[src/rtl/num_pkg.sv]
// Shared constants for the seven-segment scan capture block: digit count,
// nibble width, segment patterns (bit7=a .. bit1=g, bit0=dp) and the code
// stored for a blank digit.
package num_pkg;

    localparam int DIGITS_DEF = 8;
    localparam int NIBBLE_W   = 4;

    localparam logic [7:0] SEG_0     = 8'hFC;
    localparam logic [7:0] SEG_1     = 8'h60;
    localparam logic [7:0] SEG_2     = 8'hDA;
    localparam logic [7:0] SEG_3     = 8'hF2;
    localparam logic [7:0] SEG_4     = 8'h66;
    localparam logic [7:0] SEG_5     = 8'hB6;
    localparam logic [7:0] SEG_6     = 8'hBE;
    localparam logic [7:0] SEG_7     = 8'hE0;
    localparam logic [7:0] SEG_8     = 8'hFE;
    localparam logic [7:0] SEG_9     = 8'hF6;
    localparam logic [7:0] SEG_A     = 8'hEE;
    localparam logic [7:0] SEG_B     = 8'h3E;
    localparam logic [7:0] SEG_C     = 8'h9C;
    localparam logic [7:0] SEG_D     = 8'h7A;
    localparam logic [7:0] SEG_E     = 8'h9E;
    localparam logic [7:0] SEG_F     = 8'h8E;
    localparam logic [7:0] SEG_BLANK = 8'h00;

    localparam logic [NIBBLE_W-1:0] BLANK_CODE = 4'hF;

endpackage

[src/rtl/num_scan_capture_if.sv]
// Scan-side bundle for num_scan_capture: the display driver (master) drives
// the active-low digit selects and segment lines; the capture block (slave)
// returns the rebuilt word and its status pulses.
interface num_scan_capture_if
    import num_pkg::*;
#(
    parameter int DIGITS = DIGITS_DEF
);
    logic [DIGITS-1:0]          sig_i;
    logic [7:0]                 seg_i;
    logic [NIBBLE_W*DIGITS-1:0] data_o;
    logic [DIGITS-1:0]          valid_o;
    logic [DIGITS-1:0]          blank_o;
    logic                       frame_o;
    logic                       err_o;

    modport master (
        output sig_i, seg_i,
        input  data_o, valid_o, blank_o, frame_o, err_o
    );

    modport slave (
        input  sig_i, seg_i,
        output data_o, valid_o, blank_o, frame_o, err_o
    );
endinterface

[src/rtl/num_seg_decode.sv]
// Combinational seven-segment pattern decoder. The dp bit never reaches this
// module. Hex digits A..F are only accepted when NUM_CAP_HEX_EN is defined;
// otherwise those patterns come back as not-ok.
module num_seg_decode
    import num_pkg::*;
(
    input  logic [6:0]          i_seg,
    output logic [NIBBLE_W-1:0] o_nibble,
    output logic                o_ok,
    output logic                o_blank
);
    logic [7:0] w_pattern;

    assign w_pattern = {i_seg, 1'b0};

    // Map the segment pattern to its value; unknown patterns leave ok low
    always_comb begin
        o_nibble = '0;
        o_ok     = 1'b1;
        o_blank  = 1'b0;
        case (w_pattern)
            SEG_0:     o_nibble = 4'h0;
            SEG_1:     o_nibble = 4'h1;
            SEG_2:     o_nibble = 4'h2;
            SEG_3:     o_nibble = 4'h3;
            SEG_4:     o_nibble = 4'h4;
            SEG_5:     o_nibble = 4'h5;
            SEG_6:     o_nibble = 4'h6;
            SEG_7:     o_nibble = 4'h7;
            SEG_8:     o_nibble = 4'h8;
            SEG_9:     o_nibble = 4'h9;
`ifdef NUM_CAP_HEX_EN
            SEG_A:     o_nibble = 4'hA;
            SEG_B:     o_nibble = 4'hB;
            SEG_C:     o_nibble = 4'hC;
            SEG_D:     o_nibble = 4'hD;
            SEG_E:     o_nibble = 4'hE;
            SEG_F:     o_nibble = 4'hF;
`endif
            SEG_BLANK: begin
                o_nibble = BLANK_CODE;
                o_blank  = 1'b1;
            end
            default:   o_ok = 1'b0;
        endcase
    end
endmodule

[src/rtl/num_scan_capture.sv]
// Receiving end of a multiplexed seven-segment scan. Registers the select
// and segment lines, decodes each digit, waits for STABLE_CNT identical
// samples, then commits the nibble into the rebuilt display word. frame_o
// marks the moment every digit has been refreshed. Hex digit decoding is
// enabled by NUM_CAP_HEX_EN (inside num_seg_decode).
module num_scan_capture
    import num_pkg::*;
#(
    parameter int DIGITS     = DIGITS_DEF,
    parameter int STABLE_CNT = 1
)(
    input  logic               clk,
    input  logic               rst,
    num_scan_capture_if.slave  io_scan
);
    localparam int CNT_W = 4;
    localparam int IDX_W = (DIGITS > 1) ? $clog2(DIGITS) : 1;
    localparam logic [CNT_W-1:0] STABLE_LIM = CNT_W'(STABLE_CNT);

    logic [DIGITS-1:0]          r_sig;
    logic [7:0]                 r_seg;
    logic [CNT_W-1:0]           r_cnt;
    logic [IDX_W-1:0]           r_prevIdx;
    logic [7:0]                 r_prevSeg;
    logic [DIGITS-1:0]          r_seen;
    logic [NIBBLE_W*DIGITS-1:0] r_data;
    logic [DIGITS-1:0]          r_valid;
    logic [DIGITS-1:0]          r_blank;
    logic                       r_frame;
    logic                       r_err;

    logic [15:0]                w_lowCnt;
    logic [IDX_W-1:0]           w_idx;
    logic                       w_oneLow;
    logic                       w_multiLow;
    logic [NIBBLE_W-1:0]        w_nibble;
    logic                       w_decOk;
    logic                       w_decBlank;
    logic                       w_same;
    logic [CNT_W-1:0]           w_nextCnt;
    logic                       w_commit;
    logic                       w_err;
    logic [DIGITS-1:0]          w_seenNext;
    logic                       w_frameHit;

    // Single input register stage; idle select (all high) out of reset
    always_ff @(posedge clk or posedge rst) begin
        if (rst) begin
            r_sig <= '1;
            r_seg <= '0;
        end else begin
            r_sig <= io_scan.sig_i;
            r_seg <= io_scan.seg_i;
        end
    end

    // Count active-low selects and remember which one is low
    always_comb begin
        w_lowCnt = '0;
        w_idx    = '0;
        for (int i = 0; i < DIGITS; i++) begin
            if (!r_sig[i]) begin
                w_lowCnt = w_lowCnt + 16'd1;
                w_idx    = i[IDX_W-1:0];
            end
        end
    end

    assign w_oneLow   = (w_lowCnt == 16'd1);
    assign w_multiLow = (w_lowCnt > 16'd1);

    num_seg_decode u_decode (
        .i_seg    (r_seg[7:1]),
        .o_nibble (w_nibble),
        .o_ok     (w_decOk),
        .o_blank  (w_decBlank)
    );

    assign w_same = (r_cnt != '0) && (w_idx == r_prevIdx) && (r_seg == r_prevSeg);

    // Stability count: restart at 1 on any change, saturate at the limit
    always_comb begin
        w_nextCnt = '0;
        if (w_oneLow) begin
            if (!w_same) begin
                w_nextCnt = CNT_W'(1);
            end else if (r_cnt == STABLE_LIM) begin
                w_nextCnt = r_cnt;
            end else begin
                w_nextCnt = r_cnt + CNT_W'(1);
            end
        end
    end

    assign w_commit   = w_oneLow && w_decOk && (w_nextCnt == STABLE_LIM) &&
                        !(w_same && (r_cnt == STABLE_LIM));
    assign w_err      = w_multiLow || (w_oneLow && !w_decOk);
    assign w_seenNext = r_seen | (DIGITS'(1) << w_idx);
    assign w_frameHit = w_commit && (&w_seenNext);

    // Track the previous registered sample and its stability count
    always_ff @(posedge clk or posedge rst) begin
        if (rst) begin
            r_cnt     <= '0;
            r_prevIdx <= '0;
            r_prevSeg <= '0;
        end else begin
            r_cnt <= w_nextCnt;
            if (w_oneLow) begin
                r_prevIdx <= w_idx;
                r_prevSeg <= r_seg;
            end
        end
    end

    // Commit digits into the word, and close a frame once all have been seen
    always_ff @(posedge clk or posedge rst) begin
        if (rst) begin
            r_data  <= '0;
            r_valid <= '0;
            r_blank <= '0;
            r_seen  <= '0;
            r_frame <= 1'b0;
            r_err   <= 1'b0;
        end else begin
            r_frame <= 1'b0;
            r_err   <= w_err;
            if (w_commit) begin
                r_data[w_idx*NIBBLE_W +: NIBBLE_W] <= w_nibble;
                r_valid[w_idx] <= 1'b1;
                r_blank[w_idx] <= w_decBlank;
                if (w_frameHit) begin
                    r_seen  <= '0;
                    r_frame <= 1'b1;
                end else begin
                    r_seen  <= w_seenNext;
                end
            end
        end
    end

    assign io_scan.data_o  = r_data;
    assign io_scan.valid_o = r_valid;
    assign io_scan.blank_o = r_blank;
    assign io_scan.frame_o = r_frame;
    assign io_scan.err_o   = r_err;
endmodule

[src/flat_wrapper.sv]
// flat-port wrapper written by rule: the top's interface ports become plain ports
module num_scan_capture_flat import num_pkg::*;
#(
    parameter int DIGITS     = DIGITS_DEF,
    parameter int STABLE_CNT = 1
)
  (clk, rst, io_scan_sig_i, io_scan_seg_i, io_scan_data_o, io_scan_valid_o, io_scan_blank_o, io_scan_frame_o, io_scan_err_o);
  num_scan_capture_if #(.DIGITS(DIGITS)) io_scan_i ();
  input  logic clk;
  input  logic rst;
  input wire logic [$bits(io_scan_i.sig_i)-1:0] io_scan_sig_i;
  input wire logic [$bits(io_scan_i.seg_i)-1:0] io_scan_seg_i;
  output wire logic [$bits(io_scan_i.data_o)-1:0] io_scan_data_o;
  output wire logic [$bits(io_scan_i.valid_o)-1:0] io_scan_valid_o;
  output wire logic [$bits(io_scan_i.blank_o)-1:0] io_scan_blank_o;
  output wire logic [$bits(io_scan_i.frame_o)-1:0] io_scan_frame_o;
  output wire logic [$bits(io_scan_i.err_o)-1:0] io_scan_err_o;
  assign io_scan_i.sig_i = io_scan_sig_i;
  assign io_scan_i.seg_i = io_scan_seg_i;
  assign io_scan_data_o = io_scan_i.data_o;
  assign io_scan_valid_o = io_scan_i.valid_o;
  assign io_scan_blank_o = io_scan_i.blank_o;
  assign io_scan_frame_o = io_scan_i.frame_o;
  assign io_scan_err_o = io_scan_i.err_o;
  num_scan_capture #(.DIGITS(DIGITS), .STABLE_CNT(STABLE_CNT)) u_core (.clk(clk), .rst(rst), .io_scan(io_scan_i));
endmodule
[config.mk]
export PLATFORM = sky130hd
export DESIGN_NAME = num_scan_capture_flat
export DESIGN_NICKNAME = d
export VERILOG_FILES = /design/src/rtl/num_pkg.sv /design/src/rtl/num_scan_capture_if.sv /design/src/rtl/num_seg_decode.sv /design/src/rtl/num_scan_capture.sv /design/src/flat_wrapper.sv
export SDC_FILE = /design/constraint.sdc
export NUM_CORES = 1
export LEC_CHECK = 0
export ABC_AREA = 1
export BUFFER_PORTS_ARGS = -buffer_cell sky130_fd_sc_hd__buf_4
export CAP_MARGIN = 20
export CORE_ASPECT_RATIO = 1.2
export CORE_MARGIN = 8
export CORE_UTILIZATION = 63
export CTS_CLUSTER_DIAMETER = 40
export DETAILED_ROUTE_END_ITERATION = 10
export PLACE_DENSITY = 0.84
export SLEW_MARGIN = 10
export SYNTH_ARGS = -nofsm -noshare
export SYNTH_HDL_FRONTEND = slang
export SYNTH_SLANG_ARGS = --single-unit
[constraint.sdc]
create_clock -name clk -period 11.9 [get_ports clk]
set_input_delay 3.57 -clock clk [delete_from_list [all_inputs] [get_ports clk]]
set_output_delay 3.57 -clock clk [all_outputs]
set_load 0.01 [all_outputs]
==> metrics.md, run 1 <==
| Metric | Value |
|---|---|
| Syn. warnings | `0` |
| Ant. Diodes | `0` |
| WL/cell | `15.9 µm` |
| Clock Path Buffers | `2` |
| Fmax | `~0.18 GHz` |
| RSZ-0062 raised after global routing | `no` |
| Top-count cell post-synth | `nand2_1` |
| Iter 0 DRT Violations | `between 400 and 500` |
| Critical Path End Type | `flop` |
| Max-capacitance violation count | `0` |
| CTS Buf Count | `9` |
| Seq cells post-synth | `around 90` |
| Sequential cell area fraction in the yosys report | `a little over two fifths` |
| Ports | `between 60 and 70` |
| Post-CTS Setup Inserts | `0` |
| Largest net degree at the start of global routing | `90` |
| Most common cell on crit path | `nand2_1` |
| Hold Path Class | `reg2reg` |
| H-tree levels | `3` |
| R2R Path Start | `u_core.r_sig[0]$_DFF_PP1_` |
| DRC Markers | `0` |
| Layout cells sized above 1 | `around 15%` |
| Worst Setup Path Type | `reg2reg` |
| Gr usage total | `between 20% and 30%` |
| Synth Flop Type | `dfrtp_1` |
| Die Wd | `between 90 and 100 µm` |
| Setup TNS | `0 ns` |
| Final Non-Filler Cells | `840` |
| Layout Nets | `roughly 780` |
| CP bufs+invs | `7` |
| Worst-Margin Slew | `between 1 and 1.5 ns` |
| Largest cells by area after synthesis | `dfrtp_1, nand2_1, nand4_1` |
| Area after DPL | `about 5700 µm²` |
| Post-DRT Antenna Nets | `0` |
| Synth cell count leaders | `nand2_1, inv_1, dfrtp_1` |
| Pins over their slew limit | `0` |
| Clock root buffer | `clkbuf_8` |
| Max FO, Critical Path | `32` |
| Req. time, crit path | `roughly 12 ns` |
| HP Start | `u_core.io_scan.valid_o[7]$_DFFE_PP0P_` |
| Avg Cell Area, Syn | `7.55 µm²` |
| Final GP Congestion | `approximately 0.99` |
| Syn nets | `720` |
| Initial core utilization | `64.1%` |
| Post-synth EDFFs | `0` |
| Period utilization | `46.0%` |
| Worst Hold Slack | `between 0.4 and 0.5 ns` |
| Reg clk slew, reported paths | `0.08 ns` |
| Async SR Flop Fraction | `100%` |
| CP startpoint kind | `flop` |
| Placement Setup Slack | `about 6.5 ns` |
| P per Cell Area | `between 100 and 150 nW/µm²` |
| Router iterations before antenna repair | `5` |
| Vias in the first global route | `4826` |
| Clock Latency Late Sink | `between 0.3 and 0.4 ns` |
| Initial antenna violation count | `0` |
| Overflow after GRT | `0` |
| Post-DP HPWL | `a little under 10000 µm` |
| Vias per inst | `5.82` |
| Setup crit start | `u_core.r_sig[0]$_DFF_PP1_` |
| Inst Count DP | `823` |
| Synth cell types | `39` |
| Peak supply drop | `73.5 µV` |
| Finished Cell Area | `just under 6000 µm²` |
| Fin. Hold Viols | `0` |
| Via count | `slightly below 5000` |
| DIE HEIGHT | `between 100 and 150 µm` |
| Slowest stage delay, CP | `around 0.85 ns` |
| Setup-failing EPs final | `0` |
| Drt total wl | `around 13000 µm` |
| Synth-to-layout area growth | `14.5%` |
| First-pass GRT wire length | `~22000 µm` |
| PortBufs | `between 60 and 70` |
| Slew headroom | `approximately a third` |
| Die area | `around 11000 µm²` |
| Period minus WS final | `between 5 and 6 ns` |
| Slowest cell on crit path | `nor3_4` |
| Core area | `approximately 8000 µm²` |
| Hold buffer count at cts | `0` |
| Mapped cell area | `just over 5000 µm²` |
| CP top delay family | `simple AND/OR/NAND/NOR gates` |
| Yosys top cell area share | `39.2%` |
| Cells after Synth | `a little under 700` |
| Fin Clk Skew | `0.00895 ns` |
| Resized Gates After CTS | `0` |
| Crit path DAT | `~5.8 ns` |
| Worst setup margin | `around 6.4 ns` |
| Synth area leader | `dfrtp_1` |
| Leak | `3.26 nW` |
| Row cnt | `36` |
| CTS tree | `yes` |
| Sink Count | `89` |
| Outcome | `completed` |
## cells in the final DEF, fill, tap and decap left out, types with 6 or more instances in the layout
cell and n:
buf_4 71, clkbuf_8 9, dfrtp_1 81, dfstp_2 8, ha_1 17, inv_1 85, nand2_1 195, nand3_1 37
nand4_1 71, nor2_1 63, nor3_1 16, nor4_1 9, o21ai_0 15, o21ai_1 6, xor2_1 9
## kinds of logic (layout without fill, tap and decap cells)
family,count (synthesis),in the layout,synth area share (%)
compound gates,38,38,4.48
fa+ha+maj,17,17,4.12
buf+inv,118,178,9.42
flops,89,89,43.3
simple gates,411,411,36.7
xor+xnor,12,12,2.03
## registers in the layout, summed over array words and instances (netlist names)
register,flops
u_core.r_seen,8
u_core.r_seg,8
u_core.r_sig,8
u_core.io_scan.valid_o,8
u_core.io_scan.err_o,1
u_core.io_scan.frame_o,1
u_core.r_prevSeg,8
u_core.io_scan.data_o,32
u_core.r_prevIdx,3
u_core.r_cnt,4
u_core.io_scan.blank_o,8
## path summary, 6_finish.rpt
| path | to | slack [ns] | cells after the start |
|---|---|---|---|
| worst max-delay path | u_core.io_scan.valid_o[3]$_DFFE_PP0P_ | 6.42 | 29 |
| worst min-delay path | u_core.io_scan.valid_o[7]$_DFFE_PP0P_ | 0.48 | 2 |
| worst max register to register | u_core.io_scan.valid_o[3]$_DFFE_PP0P_ | 6.42 | 29 |
| worst min register to register | u_core.io_scan.valid_o[7]$_DFFE_PP0P_ | 0.48 | 2 |
| max in group asynchronous | u_core.r_sig[7]$_DFF_PP1_ | 7.97 | 4 |
| min in group asynchronous | u_core.r_seg[1]$_DFF_PP0_ | 3.26 | 3 |
## per-layer routing
layer,track usage (%),part of all wire [%],wire [µm]
met5,0,0,0
met4,12.1,2.5,339
met3,4.66,6.8,911
met2,41.3,50,6710
met1,28.8,40,5370
## stage by stage
step,total power (W),util [%]
final,0.000772,73.4
after floorplan,0.000503,-
after global routing,0.000813,73.4
after CTS,0.000772,73.0
after detailed placement,0.000551,70.5
after global placement,0.000540,70.5
## layout make-up
class / instances / area (µm²)
multi-input combinational: 478 / 2450
inverter: 90 / 342
clock inverter: 4 / 70.1
sequential: 89 / 2240
tap: 95 / 119
timing repair buffer: 72 / 561
clock buffer: 12 / 135
fill: 627 / 2150
## report_power, final
part	switching (W)	internal, W	total (W)
sequential	0.0000256	0.000336	0.000362
clock	0.000104	0.000118	0.000222
combinational	0.000123	0.0000652	0.000188
total	0.000253	0.000519	0.000772
## worst register-to-register path: cells and delay by family (launching register included)
family,cells,cell delay [ns]
compound gates,3,0.54
fa+ha+maj,5,1.40
flops,1,0.56
buf+inv,7,0.76
simple gates,14,2.15
Power figures use the tool's default switching activity.
==> run 2, diff against run 1 <==
--- a/config.mk
+++ b/config.mk
@@ -10,10 +10,10 @@
 export CAP_MARGIN = 20
 export CORE_ASPECT_RATIO = 1.2
 export CORE_MARGIN = 8
-export CORE_UTILIZATION = 63
+export CORE_UTILIZATION = 58
 export CTS_CLUSTER_DIAMETER = 40
 export DETAILED_ROUTE_END_ITERATION = 10
-export PLACE_DENSITY = 0.84
+export PLACE_DENSITY = 0.78
 export SLEW_MARGIN = 10
 export SYNTH_ARGS = -nofsm -noshare
 export SYNTH_HDL_FRONTEND = slang
==> constraint.sdc (replaced) <==
create_clock -name clk -period 5.6 [get_ports clk]
set_input_delay 1.68 -clock clk [delete_from_list [all_inputs] [get_ports clk]]
set_output_delay 1.68 -clock clk [all_outputs]
set_load 0.01 [all_outputs]
==> run 2 against run 1 <==
Net effect: clock skew is 0.0030 ns higher; count of clock-buffer cells in the layout increased by 1; die area increased by 7.3%; flip-flop and latch count is the same.
==> metrics.md, run 2 (synthesis gave the netlist of run 1 again) <==
| Metric | Value |
|---|---|
| Die area | `12200 µm² (+7.3%)` |
| CTS tree | `yes` |
| R2R Path Start | `u_core.r_sig[1]$_DFF_PP1_` |
| Sink Count | `89 (unchanged)` |
| CTS Buf Count | `9 (unchanged)` |
| Peak supply drop | `181 µV (+150%)` |
| Worst-Margin Slew | `0.917 ns (-0.0865 ns)` |
| Slew headroom | `38.7% (+5.8 points)` |
| Row cnt | `37 (+2.8%)` |
| Crit path DAT | `5.23 ns (-0.53 ns)` |
| Reg2reg path depth | `30 (+3.4%)` |
| Clock root buffer | `clkbuf_8` |
| Outcome | `completed` |
| Post-DRT Antenna Nets | `0 (unchanged)` |
| Core area | `8610 µm² (+6.8%)` |
| Most common cell after layout, fill and taps aside | `nand2_1` |
| Setup-failing EPs final | `0 (unchanged)` |
| Fin. Hold Viols | `0 (unchanged)` |
| RR Endpoint | `u_core.r_prevSeg[7]$_DFFE_PP0P_` |
| Vias in the first global route | `4543 (-5.9%)` |
| PortBufs | `67 (unchanged)` |
| Placement Setup Slack | `0.662 ns (-5.85 ns)` |
| Hold buffer count at cts | `0 (unchanged)` |
| DIE HEIGHT | `119 µm (+3.6%)` |
| Final GP Congestion | `0.984 (-0.99%)` |
| Clock Latency Late Sink | `0.37 ns (about the same)` |
| Max FO, Critical Path | `22 (-31%)` |
| Resized Gates After CTS | `0 (unchanged)` |
| Post-CTS Setup Inserts | `0 (unchanged)` |
| Drt total wl | `13200 µm (-0.88%)` |
| Clock Path Buffers | `2 (unchanged)` |
| Most frequent cells in the layout | `nand2_1, inv_1, dfrtp_1` |
| Via count | `4815 (-1.5%)` |
| Period utilization | `89.4% (+43 points)` |
| Most common cell on crit path | `nand2_1` |
| Router iterations before antenna repair | `6 (+1)` |
| Period minus WS final | `5.01 ns (-0.472 ns)` |
| Fmax | `0.200 GHz (+9.4%)` |
| Req. time, crit path | `5.82 ns (-6.36 ns)` |
| Die Wd | `102 µm (+3.5%)` |
| Register area | `2240 µm² (unchanged)` |
| Iter 0 DRT Violations | `342 (-18%)` |
| Setup crit start | `u_core.r_sig[1]$_DFF_PP1_` |
| Gr usage total | `22.2% (-2.1 points)` |
| DRC Markers | `0 (unchanged)` |
| Post-DP HPWL | `9910 µm (+2.7%)` |
| Ant. Diodes | `0 (unchanged)` |
| Synth-to-layout area growth | `15.1%` |
| Critical Path End Type | `flop` |
| Ports | `68 (unchanged)` |
| Worst setup margin | `0.592 ns (-5.83 ns)` |
| Hold Path Class | `reg2reg` |
| Leak | `3.27 nW (+0.20%)` |
| Largest net degree at the start of global routing | `53 (-41%)` |
| Fin Clk Skew | `0.0119 ns (+0.00298 ns)` |
| Slowest stage delay, CP | `0.55 ns (-0.30 ns)` |
| Reg clk slew, reported paths | `0.08 ns (about the same)` |
| Overflow after GRT | `0 (unchanged)` |
| H-tree levels | `3 (unchanged)` |
| P per Cell Area | `278 nW/µm² (+110%)` |
| Slowest cell on crit path | `dfstp_2` |
| Pins over their slew limit | `0 (unchanged)` |
| Slack of the worst reg-to-reg path | `0.59 ns (-5.83 ns)` |
| Fillcell total | `740 (+18%)` |
| Layout Nets | `777 (+0.26%)` |
| Layout cells sized above 1 | `15.7% (+0.23 points)` |
| Max FFs per register | `32 (unchanged)` |
| Vias per inst | `5.57 (-4.2%)` |
| WL/cell | `15.3 µm (-3.6%)` |
| Initial antenna violation count | `0 (unchanged)` |
| Max-capacitance violation count | `0 (unchanged)` |
| Post-layout total power | `0.00166 W (+110%)` |
| Worst Setup Path Type | `reg2reg` |
| Initial core utilization | `60.0% (-4.1 points)` |
| Area of the multi-input gates | `2450 µm² (unchanged)` |
| Setup TNS | `0 ns (unchanged)` |
| Crit path to | `u_core.r_prevSeg[7]$_DFFE_PP0P_` |
| RSZ-0062 raised after global routing | `no` |
| CP startpoint kind | `flop` |
| First-pass GRT wire length | `21600 µm (-3.5%)` |
[run 2: cell count changes in the layout (fill, tap and decap cells not counted)]
cell and delta:
clkbuf_8 +1, clkinv_2 -1, buf_16 -1, buf_4 +3
[run 2: layout make-up]
class                      instances  share of cell area, %
timing repair buffer              74                   9.34
inverter                          90                   5.74
tap                              117                   2.46
clock buffer                      13                   2.50
clock inverter                     3                   1.09
sequential                        89                   37.6
multi-input combinational        478                   41.2
[run 2: how the worst min path moves through the flow]
stage	from	end	slack (ns)	cells after the start
6_report	u_core.io_scan.valid_o[5]$_DFFE_PP0P_	u_core.io_scan.valid_o[5]$_DFFE_PP0P_	0.47	2
5_1_grt	u_core.r_seen[4]$_DFFE_PP0P_	u_core.r_seen[4]$_DFFE_PP0P_	0.49	2
3_3_place_gp	u_core.io_scan.valid_o[0]$_DFFE_PP0P_	u_core.io_scan.valid_o[0]$_DFFE_PP0P_	0.45	2
2_1_floorplan	u_core.r_seen[0]$_DFFE_PP0P_	u_core.r_seen[0]$_DFFE_PP0P_	0.44	2
4_1_cts	u_core.io_scan.valid_o[5]$_DFFE_PP0P_	u_core.io_scan.valid_o[5]$_DFFE_PP0P_	0.48	2
3_5_place_dp	u_core.io_scan.valid_o[5]$_DFFE_PP0P_	u_core.io_scan.valid_o[5]$_DFFE_PP0P_	0.46	2
[run 2: through the flow]
stage / cell area [µm²] / utilization [%] / cells / hold slack, ns
2_1_floorplan: 5170 / - / 685 / 0.441
3_3_place_gp: 5730 / 66.6 / 848 / 0.451
3_5_place_dp: 5730 / 66.6 / 848 / 0.456
4_1_cts: 5950 / 69.1 / 864 / 0.477
5_1_grt: 5950 / 69.1 / 864 / 0.493
6_report: 5950 / 69.1 / 864 / 0.475
[run 2: report_power, final]
group	switching [W]	internal, W
registers	0.0000546	0.000714
logic	0.000257	0.000141
clock network	0.000224	0.000264
total	0.000536	0.00112
[run 2: layer usage]
metal | share of wire, % | track usage [%] | wire length, µm
met4 | 2.6 | 11.3 | 341
met1 | 43 | 27.6 | 5710
met3 | 5.5 | 3.38 | 732
met5 | 0 | 0 | 0
met2 | 49 | 36.1 | 6430
[run 2: critical path: cells and delay by family (launching register included)]
kind                       cells  cell delay [ns]
AOI/OAI and AO/OA              3             0.39
buffers and inverters          8             0.93
DFF                            1             0.55
and+or+nand+nor               14             1.57
adders and majority gates      5             1.39
